[config.mk]
export PLATFORM = sky130hd
export DESIGN_NAME = udm_frame_decoder
export DESIGN_NICKNAME = d
export VERILOG_FILES = /design/src/rtl/udm_frame_decoder.sv
export SDC_FILE = /design/constraint.sdc
export NUM_CORES = 1
export LEC_CHECK = 0
export ABC_AREA = 0
export CORE_MARGIN = 3
export CORE_UTILIZATION = 55
export CTS_CLUSTER_SIZE = 30
export DETAILED_ROUTE_END_ITERATION = 6
export GPL_TIMING_DRIVEN = 0
export PLACE_DENSITY = 0.8
export SLEW_MARGIN = 20
export SYNTH_ARGS = -nofsm -noshare
export SYNTH_HDL_FRONTEND = slang
export SYNTH_SLANG_ARGS = --single-unit
[constraint.sdc]
create_clock -name clk_i -period 4.7 [get_ports clk_i]
set_input_delay 0.705 -clock clk_i [delete_from_list [all_inputs] [get_ports clk_i]]
set_output_delay 0.705 -clock clk_i [all_outputs]
set_load 0.05 [all_outputs]
[src/rtl/udm_frame_decoder.sv]
// UART debug byte-stream decoder: strips SYNC/ESCAPE framing, decodes commands, issues single-word bus requests.
// Request rises one cycle after the last LEN/WDATA byte; a request is held until acked; bytes arriving in BUS are dropped with overrun_o.
// Optional: define UDM_NOINC_CMD_EN to enable 0x83/0x84 (write/read without address autoincrement).
module udm_frame_decoder (
  input  logic        clk_i,
  input  logic        rst_i,
  input  logic        rx_valid_i,
  input  logic [7:0]  rx_data_i,
  output logic        bus_req_o,
  output logic        bus_we_o,
  output logic [31:0] bus_addr_o,
  output logic [31:0] bus_wdata_o,
  input  logic        bus_ack_i,
  output logic        slave_rst_o,
  output logic        idcode_o,
  output logic        overrun_o
);

  typedef enum logic [2:0] {
    S_IDLE,
    S_CMD,
    S_ADDR,
    S_LEN,
    S_WDATA,
    S_BUS
  } state_t;

  localparam logic [7:0] SYNC_BYTE = 8'h55;
  localparam logic [7:0] ESC_BYTE  = 8'h5A;

  state_t      state_q, state_d;
  logic        esc_q, esc_d;
  logic [1:0]  cnt_q, cnt_d;
  logic [31:0] addr_q, addr_d;
  logic [31:0] len_q, len_d;
  logic [31:0] wdata_q, wdata_d;
  logic        we_q, we_d;
  logic        inc_q, inc_d;
  logic        req_q, req_d;
  logic        slave_rst_q, slave_rst_d;
  logic        idcode_q, idcode_d;
  logic        overrun_q, overrun_d;

  logic        is_sync;
  logic        is_esc;
  logic        is_data;
  logic [4:0]  byte_pos;

  assign is_sync  = rx_valid_i && !esc_q && (rx_data_i == SYNC_BYTE);
  assign is_esc   = rx_valid_i && !esc_q && (rx_data_i == ESC_BYTE);
  assign is_data  = rx_valid_i && !is_sync && !is_esc;
  assign byte_pos = {cnt_q, 3'b000};

  always_comb begin
    state_d     = state_q;
    esc_d       = esc_q;
    cnt_d       = cnt_q;
    addr_d      = addr_q;
    len_d       = len_q;
    wdata_d     = wdata_q;
    we_d        = we_q;
    inc_d       = inc_q;
    req_d       = req_q;
    slave_rst_d = slave_rst_q;
    idcode_d    = 1'b0;
    overrun_d   = 1'b0;

    // Bus handshake; a read burst drops req for one cycle, then re-requests.
    if (state_q == S_BUS) begin
      if (req_q) begin
        if (bus_ack_i) begin
          req_d = 1'b0;
          if (inc_q) addr_d = addr_q + 32'd4;
          if (len_q <= 32'd4) begin
            state_d = S_IDLE;
          end else begin
            len_d = len_q - 32'd4;
            if (we_q) begin
              state_d = S_WDATA;
              cnt_d   = 2'd0;
            end
          end
        end
      end else begin
        req_d = 1'b1;
      end
      if (is_data) overrun_d = 1'b1;
    end

    if (is_esc) begin
      esc_d = 1'b1;
    end else if (is_data) begin
      esc_d = 1'b0;
      case (state_q)
        S_CMD: begin
          state_d = S_IDLE;
          case (rx_data_i)
            8'h00: idcode_d    = 1'b1;
            8'h80: slave_rst_d = 1'b1;
            8'hC0: slave_rst_d = 1'b0;
            8'h81: begin state_d = S_ADDR; cnt_d = 2'd0; we_d = 1'b1; inc_d = 1'b1; end
            8'h82: begin state_d = S_ADDR; cnt_d = 2'd0; we_d = 1'b0; inc_d = 1'b1; end
`ifdef UDM_NOINC_CMD_EN
            8'h83: begin state_d = S_ADDR; cnt_d = 2'd0; we_d = 1'b1; inc_d = 1'b0; end
            8'h84: begin state_d = S_ADDR; cnt_d = 2'd0; we_d = 1'b0; inc_d = 1'b0; end
`endif
            default: ;
          endcase
        end
        S_ADDR: begin
          addr_d[byte_pos +: 8] = rx_data_i;
          cnt_d = cnt_q + 2'd1;
          if (cnt_q == 2'd3) state_d = S_LEN;
        end
        S_LEN: begin
          len_d[byte_pos +: 8] = rx_data_i;
          cnt_d = cnt_q + 2'd1;
          if (cnt_q == 2'd3) begin
            if ({rx_data_i, len_q[23:0]} == 32'd0) begin
              state_d = S_IDLE;
            end else if (we_q) begin
              state_d = S_WDATA;
            end else begin
              state_d = S_BUS;
              req_d   = 1'b1;
            end
          end
        end
        S_WDATA: begin
          wdata_d[byte_pos +: 8] = rx_data_i;
          cnt_d = cnt_q + 2'd1;
          if (cnt_q == 2'd3) begin
            state_d = S_BUS;
            req_d   = 1'b1;
          end
        end
        default: ;
      endcase
    end

    // SYNC wins over everything; a same-edge ack above still counts.
    if (is_sync) begin
      state_d = S_CMD;
      cnt_d   = 2'd0;
      req_d   = 1'b0;
    end
  end

  always_ff @(posedge clk_i or posedge rst_i) begin
    if (rst_i) begin
      state_q     <= S_IDLE;
      esc_q       <= 1'b0;
      cnt_q       <= 2'd0;
      addr_q      <= 32'd0;
      len_q       <= 32'd0;
      wdata_q     <= 32'd0;
      we_q        <= 1'b0;
      inc_q       <= 1'b0;
      req_q       <= 1'b0;
      slave_rst_q <= 1'b0;
      idcode_q    <= 1'b0;
      overrun_q   <= 1'b0;
    end else begin
      state_q     <= state_d;
      esc_q       <= esc_d;
      cnt_q       <= cnt_d;
      addr_q      <= addr_d;
      len_q       <= len_d;
      wdata_q     <= wdata_d;
      we_q        <= we_d;
      inc_q       <= inc_d;
      req_q       <= req_d;
      slave_rst_q <= slave_rst_d;
      idcode_q    <= idcode_d;
      overrun_q   <= overrun_d;
    end
  end

  assign bus_req_o   = req_q;
  assign bus_we_o    = we_q;
  assign bus_addr_o  = addr_q;
  assign bus_wdata_o = wdata_q;
  assign slave_rst_o = slave_rst_q;
  assign idcode_o    = idcode_q;
  assign overrun_o   = overrun_q;

endmodule

==> impl_metrics.prom <==
# TYPE chip_impl_metric gauge
chip_impl_info{name="result_of_the_run",value="finished clean"} 1
chip_impl_metric{name="synthesis.area_per_instance",unit="µm²"} 9.69
chip_impl_info{name="tritoncts",value="done"} 1
chip_impl_info{name="clock-root-buffer",value="clkbuf_8"} 1
chip_impl_metric{name="clock-sinks",unit=""} 108
chip_impl_metric{name="global_route_wire_length_before_repair",unit="µm"} 25400
chip_impl_metric{name="post_synth_and_or_nand_nor_area_fraction",unit="%"} 22.0
chip_impl_info{name="worstReg2RegStart",value="state_q[2]$_DFF_PP0_"} 1
chip_impl_metric{name="cts_inserted_buffers",unit=""} 9
chip_impl_metric{name="synth_compound_gate_area_share",unit="%"} 9.45
chip_impl_metric{name="tightest_slew",unit="ns"} 1.07
chip_impl_metric{name="placeableCoreArea",unit="mm²"} 0.0100
chip_impl_metric{name="synth.cell_area",unit="mm²"} 0.00578
chip_impl_metric{name="drt-pass1-iter-count",unit=""} 5
chip_impl_metric{name="vias",unit=""} 5027
chip_impl_info{name="rsz0062_at_grt",value="no"} 1
chip_impl_metric{name="multiInputGateArea",unit="mm²"} 0.00290
chip_impl_metric{name="fin_area",unit="mm²"} 0.00701
chip_impl_metric{name="p_int",unit="mW"} 2.23
chip_impl_metric{name="num_rows",unit=""} 36
chip_impl_metric{name="finalCritPeriodShare",unit="%"} 87.6
chip_impl_info{name="synth_top_family_by_area",value="simple AND/OR/NAND/NOR gates"} 1
chip_impl_metric{name="drt-initial-drc-count",unit=""} 366
chip_impl_metric{name="ys_async_sr_fraction",unit="%"} 100
chip_impl_metric{name="critical_path_peak_fanout",unit=""} 10
chip_impl_metric{name="portBuffers",unit=""} 75
chip_impl_metric{name="clkSlewWorstSetupHoldPaths",unit="ns"} 0.10
chip_impl_metric{name="finalWirelength",unit="µm"} 15800
chip_impl_metric{name="synth-adder-area-share",unit="%"} 1.51
chip_impl_metric{name="place_hpwl",unit="µm"} 11200
chip_impl_metric{name="synth.yosys.warnings",unit=""} 0
chip_impl_metric{name="die_h",unit="µm"} 109
chip_impl_metric{name="ant_nets",unit=""} 0
chip_impl_metric{name="synth_fp_nets",unit=""} 616
chip_impl_metric{name="clock.fmax",unit="MHz"} 243
chip_impl_metric{name="drt_drc_violations_left",unit=""} 0
chip_impl_metric{name="xor_xnor_share_of_the_synthesized_area",unit="%"} 8.03
chip_impl_metric{name="synthToLayoutAreaGrowth",unit="%"} 21.2
chip_impl_metric{name="clock_skew",unit="ns"} 0.00910
chip_impl_metric{name="switchingPower",unit="mW"} 1.76
chip_impl_metric{name="io_pins",unit=""} 81
chip_impl_metric{name="track_usage",unit="%"} 28.1
chip_impl_info{name="hold_path.class",value="flop to flop"} 1
chip_impl_metric{name="yosysSeqAreaShare",unit="%"} 46.7
chip_impl_info{name="worstSetupStartpointType",value="input port"} 1
chip_impl_metric{name="post_route_cells_drive_above_1_share",unit="%"} 6.97
chip_impl_metric{name="n_antenna_cell",unit=""} 0
chip_impl_metric{name="drt-wirelength-per-cell",unit="µm"} 19.2
chip_impl_metric{name="cp.required",unit="ns"} 4.98
chip_impl_metric{name="max_cap_viol_count",unit=""} 0
chip_impl_metric{name="via_count_of_the_first_global_routing_pass",unit=""} 4887
chip_impl_metric{name="n_fill_cell",unit=""} 791
chip_impl_info{name="synthFlopType",value="dfrtp_1"} 1
chip_impl_metric{name="synth_enable_flop_cells",unit=""} 0
chip_impl_metric{name="setup_viol",unit=""} 0
chip_impl_metric{name="totalNegativeSetupSlack",unit="ns"} 0
chip_impl_metric{name="finalMaxSlewViolations",unit=""} 0
chip_impl_metric{name="vdd_ir_drop_max",unit="mV"} 0.331
chip_impl_metric{name="layout_min_cycle_time",unit="ns"} 4.12
chip_impl_metric{name="timing_hold_violations_final",unit=""} 0
chip_impl_metric{name="pin_count_of_the_biggest_net_entering_global_routing",unit=""} 77
chip_impl_metric{name="cts-htree-levels",unit=""} 3
chip_impl_metric{name="cell_area_placed",unit="mm²"} 0.00675
chip_impl_metric{name="worstPathArrival",unit="ns"} 4.40
chip_impl_info{name="timing.hold.worst.start",value="bus_wdata_o[6]$_DFFE_PP0P_"} 1
chip_impl_metric{name="regArea",unit="mm²"} 0.00270
chip_impl_metric{name="fin_nets",unit=""} 703
chip_impl_metric{name="p_clk_share",unit="%"} 17.4
chip_impl_info{name="worstSetupEndpointType",value="flop"} 1
chip_impl_metric{name="seq_power_share",unit="%"} 35.6
chip_impl_metric{name="clockBufferDepth",unit=""} 2
chip_impl_metric{name="synth.ff_latch_count",unit=""} 108
chip_impl_metric{name="power.density_cell_area",unit="mW/mm²"} 569
chip_impl_metric{name="route.detailed.vias_per_inst",unit=""} 6.12
chip_impl_metric{name="grt_residual_overflow",unit=""} 0
chip_impl_info{name="cp-startpoint",value="rx_data_i[0]"} 1
chip_impl_metric{name="die_area",unit="mm²"} 0.0118
chip_impl_metric{name="switching_share",unit="%"} 44.1
chip_impl_metric{name="slew_headroom",unit="%"} 27.4
chip_impl_metric{name="syn-instance-count",unit=""} 597
chip_impl_metric{name="hold_buffers",unit=""} 0
chip_impl_metric{name="finalWeightedCongestion",unit=""} 0.916
chip_impl_metric{name="antenna_found_initial",unit=""} 0
chip_impl_info{name="crit_type",value="input port to flop"} 1
chip_impl_metric{name="initial_cell_density_of_the_core",unit="%"} 57.8
chip_impl_metric{name="cts_resized",unit=""} 0
chip_impl_metric{name="total_leakage_power",unit="nW"} 3.15
chip_impl_metric{name="die-width",unit="µm"} 109
chip_impl_metric{name="cts_setup_buffers",unit=""} 0
chip_impl_metric{name="muxShareOfSynthArea",unit="%"} 8.61
chip_impl_metric{name="combinationalPowerShare",unit="%"} 47.0
chip_impl_metric{name="netlist-cell-type-count",unit=""} 54
chip_impl_metric{name="clock_latency_on_the_worst_skew_pair",unit="ns"} 0.38
## final timing paths
check                                        endpoint  slack [ns]  depth (start not counted)
min reg2reg                bus_wdata_o[6]$_DFFE_PP0P_        0.48                          2
max in group asynchronous    bus_addr_o[23]$_DFF_PP0_        3.36                          3
min in group asynchronous         overrun_o$_DFF_PP0_        0.67                          2
max reg2reg                       len_q[25]$_DFF_PP0_        1.53                          7
min                        bus_wdata_o[6]$_DFFE_PP0P_        0.48                          2
max                         bus_addr_o[1]$_DFFE_PP0P_        0.58                         10
## metal layers
metal | vias to the layer above | routed length (µm) | track usage, %
met5 | - | 0 | 0
li1 | 2309 | - | -
met4 | 0 | 374 | 10.9
met2 | 236 | 7450 | 43.5
met1 | 2446 | 6790 | 39.5
met3 | 36 | 1180 | 4.78
## power by group through the flow
stage	combinational, mW	clock [mW]	sequential [mW]
final	1.88	0.696	1.42
after floorplan	0.833	0	1.87
after global placement	1.80	0	1.41
after CTS	1.84	0.706	1.41
after global routing	2.02	0.746	1.46
after detailed placement	1.83	0	1.42
## cell usage in the layout (no fill, tap or decap), types with 3 or more instances in the layout
| master | instances |
|---|---|
| and2_1 | 13 |
| o211ai_1 | 5 |
| bufinv_16 | 3 |
| nor2_1 | 39 |
| o22ai_1 | 11 |
| nor4_1 | 15 |
| or4_1 | 3 |
| or4_4 | 3 |
| dfrtp_1 | 108 |
| xnor2_1 | 31 |
| xor2_1 | 22 |
| nor3b_1 | 4 |
| mux2i_1 | 34 |
| nand3_1 | 23 |
| nor3_1 | 18 |
| clkdlybuf4s50_1 | 75 |
| clkbuf_8 | 11 |
| ha_1 | 7 |
| nand4bb_1 | 3 |
| inv_1 | 27 |
| nand4_1 | 12 |
| mux2_2 | 14 |
| or3_1 | 12 |
| o21ai_0 | 12 |
| clkbuf_1 | 27 |
| nand2_1 | 55 |
| and3_1 | 10 |
| o311ai_0 | 4 |
| a21oi_1 | 39 |
## worst max-delay path, stage by stage
cell and delay, ns:
clkdlybuf4s50_1 0.50, clkbuf_1 0.49, nand4bb_1 0.26, a2111oi_1 0.96
nand2b_1 0.20, clkbuf_1 0.36, nor3_1 0.17, and2_1 0.19
clkbuf_1 0.23, mux2_2 0.33
## area by class of cell
| cell class | count | share of cell area [%] |
|---|---|---|
| plain buffers | 28 | 1.53 |
| clock buffers | 12 | 2.21 |
| clock inverters | 4 | 1.36 |
| inverters | 28 | 1.57 |
| multi-input cells | 433 | 41.3 |
| flip-flops and latches | 108 | 38.6 |
| well taps | 133 | 2.37 |
| repair buffers | 76 | 11.1 |
## state kept, by name (all words and copies together), names as in the netlist
register / cells
bus_we_o: 1
len_q: 32
bus_addr_o: 32
state_q: 3
bus_req_o: 1
bus_wdata_o: 32
inc_q: 1
esc_q: 1
overrun_o: 1
idcode_o: 1
slave_rst_o: 1
cnt_q: 2
## Yosys cell counts (13+ instances only)
| master | n | area [µm²] |
|---|---|---|
| a21oi_1 | 39 | 195 |
| mux2i_1 | 34 | 340 |
| dfrtp_1 | 108 | 2700 |
| xor2_1 | 22 | 193 |
| xnor2_1 | 31 | 272 |
| mux2_2 | 14 | 158 |
| clkbuf_1 | 26 | 97.6 |
| nor2_1 | 39 | 146 |
| nand3_1 | 23 | 115 |
| inv_1 | 28 | 105 |
| nor4_1 | 17 | 106 |
| and2_1 | 13 | 81.3 |
| nand2_1 | 55 | 206 |
| nor3_1 | 18 | 90.1 |
## kinds of logic (layout without fill, tap and decap cells)
family | after synthesis | count (layout)
AOI/OAI and AO/OA | 89 | 89
buffers and inverters | 56 | 148
xor gates and xnor gates | 53 | 53
adders and majority gates | 7 | 7
and+or+nand+nor | 236 | 236
muxes | 48 | 48
DFF | 108 | 108
## metrics by stage
stage	setup WS (ns)	hold WS, ns	utilization (%)	std cells	total power, mW
after floorplan	1.15	0.472	-	597	2.70
after global placement	-0.368	0.470	67.0	805	3.21
after detailed placement	0.399	0.470	67.5	806	3.25
after CTS	0.722	0.492	70.0	822	3.96
after global routing	0.504	0.532	70.1	822	4.22
final	0.582	0.485	70.1	822	3.99
Note: power is estimated with default switching activity, not from simulation.
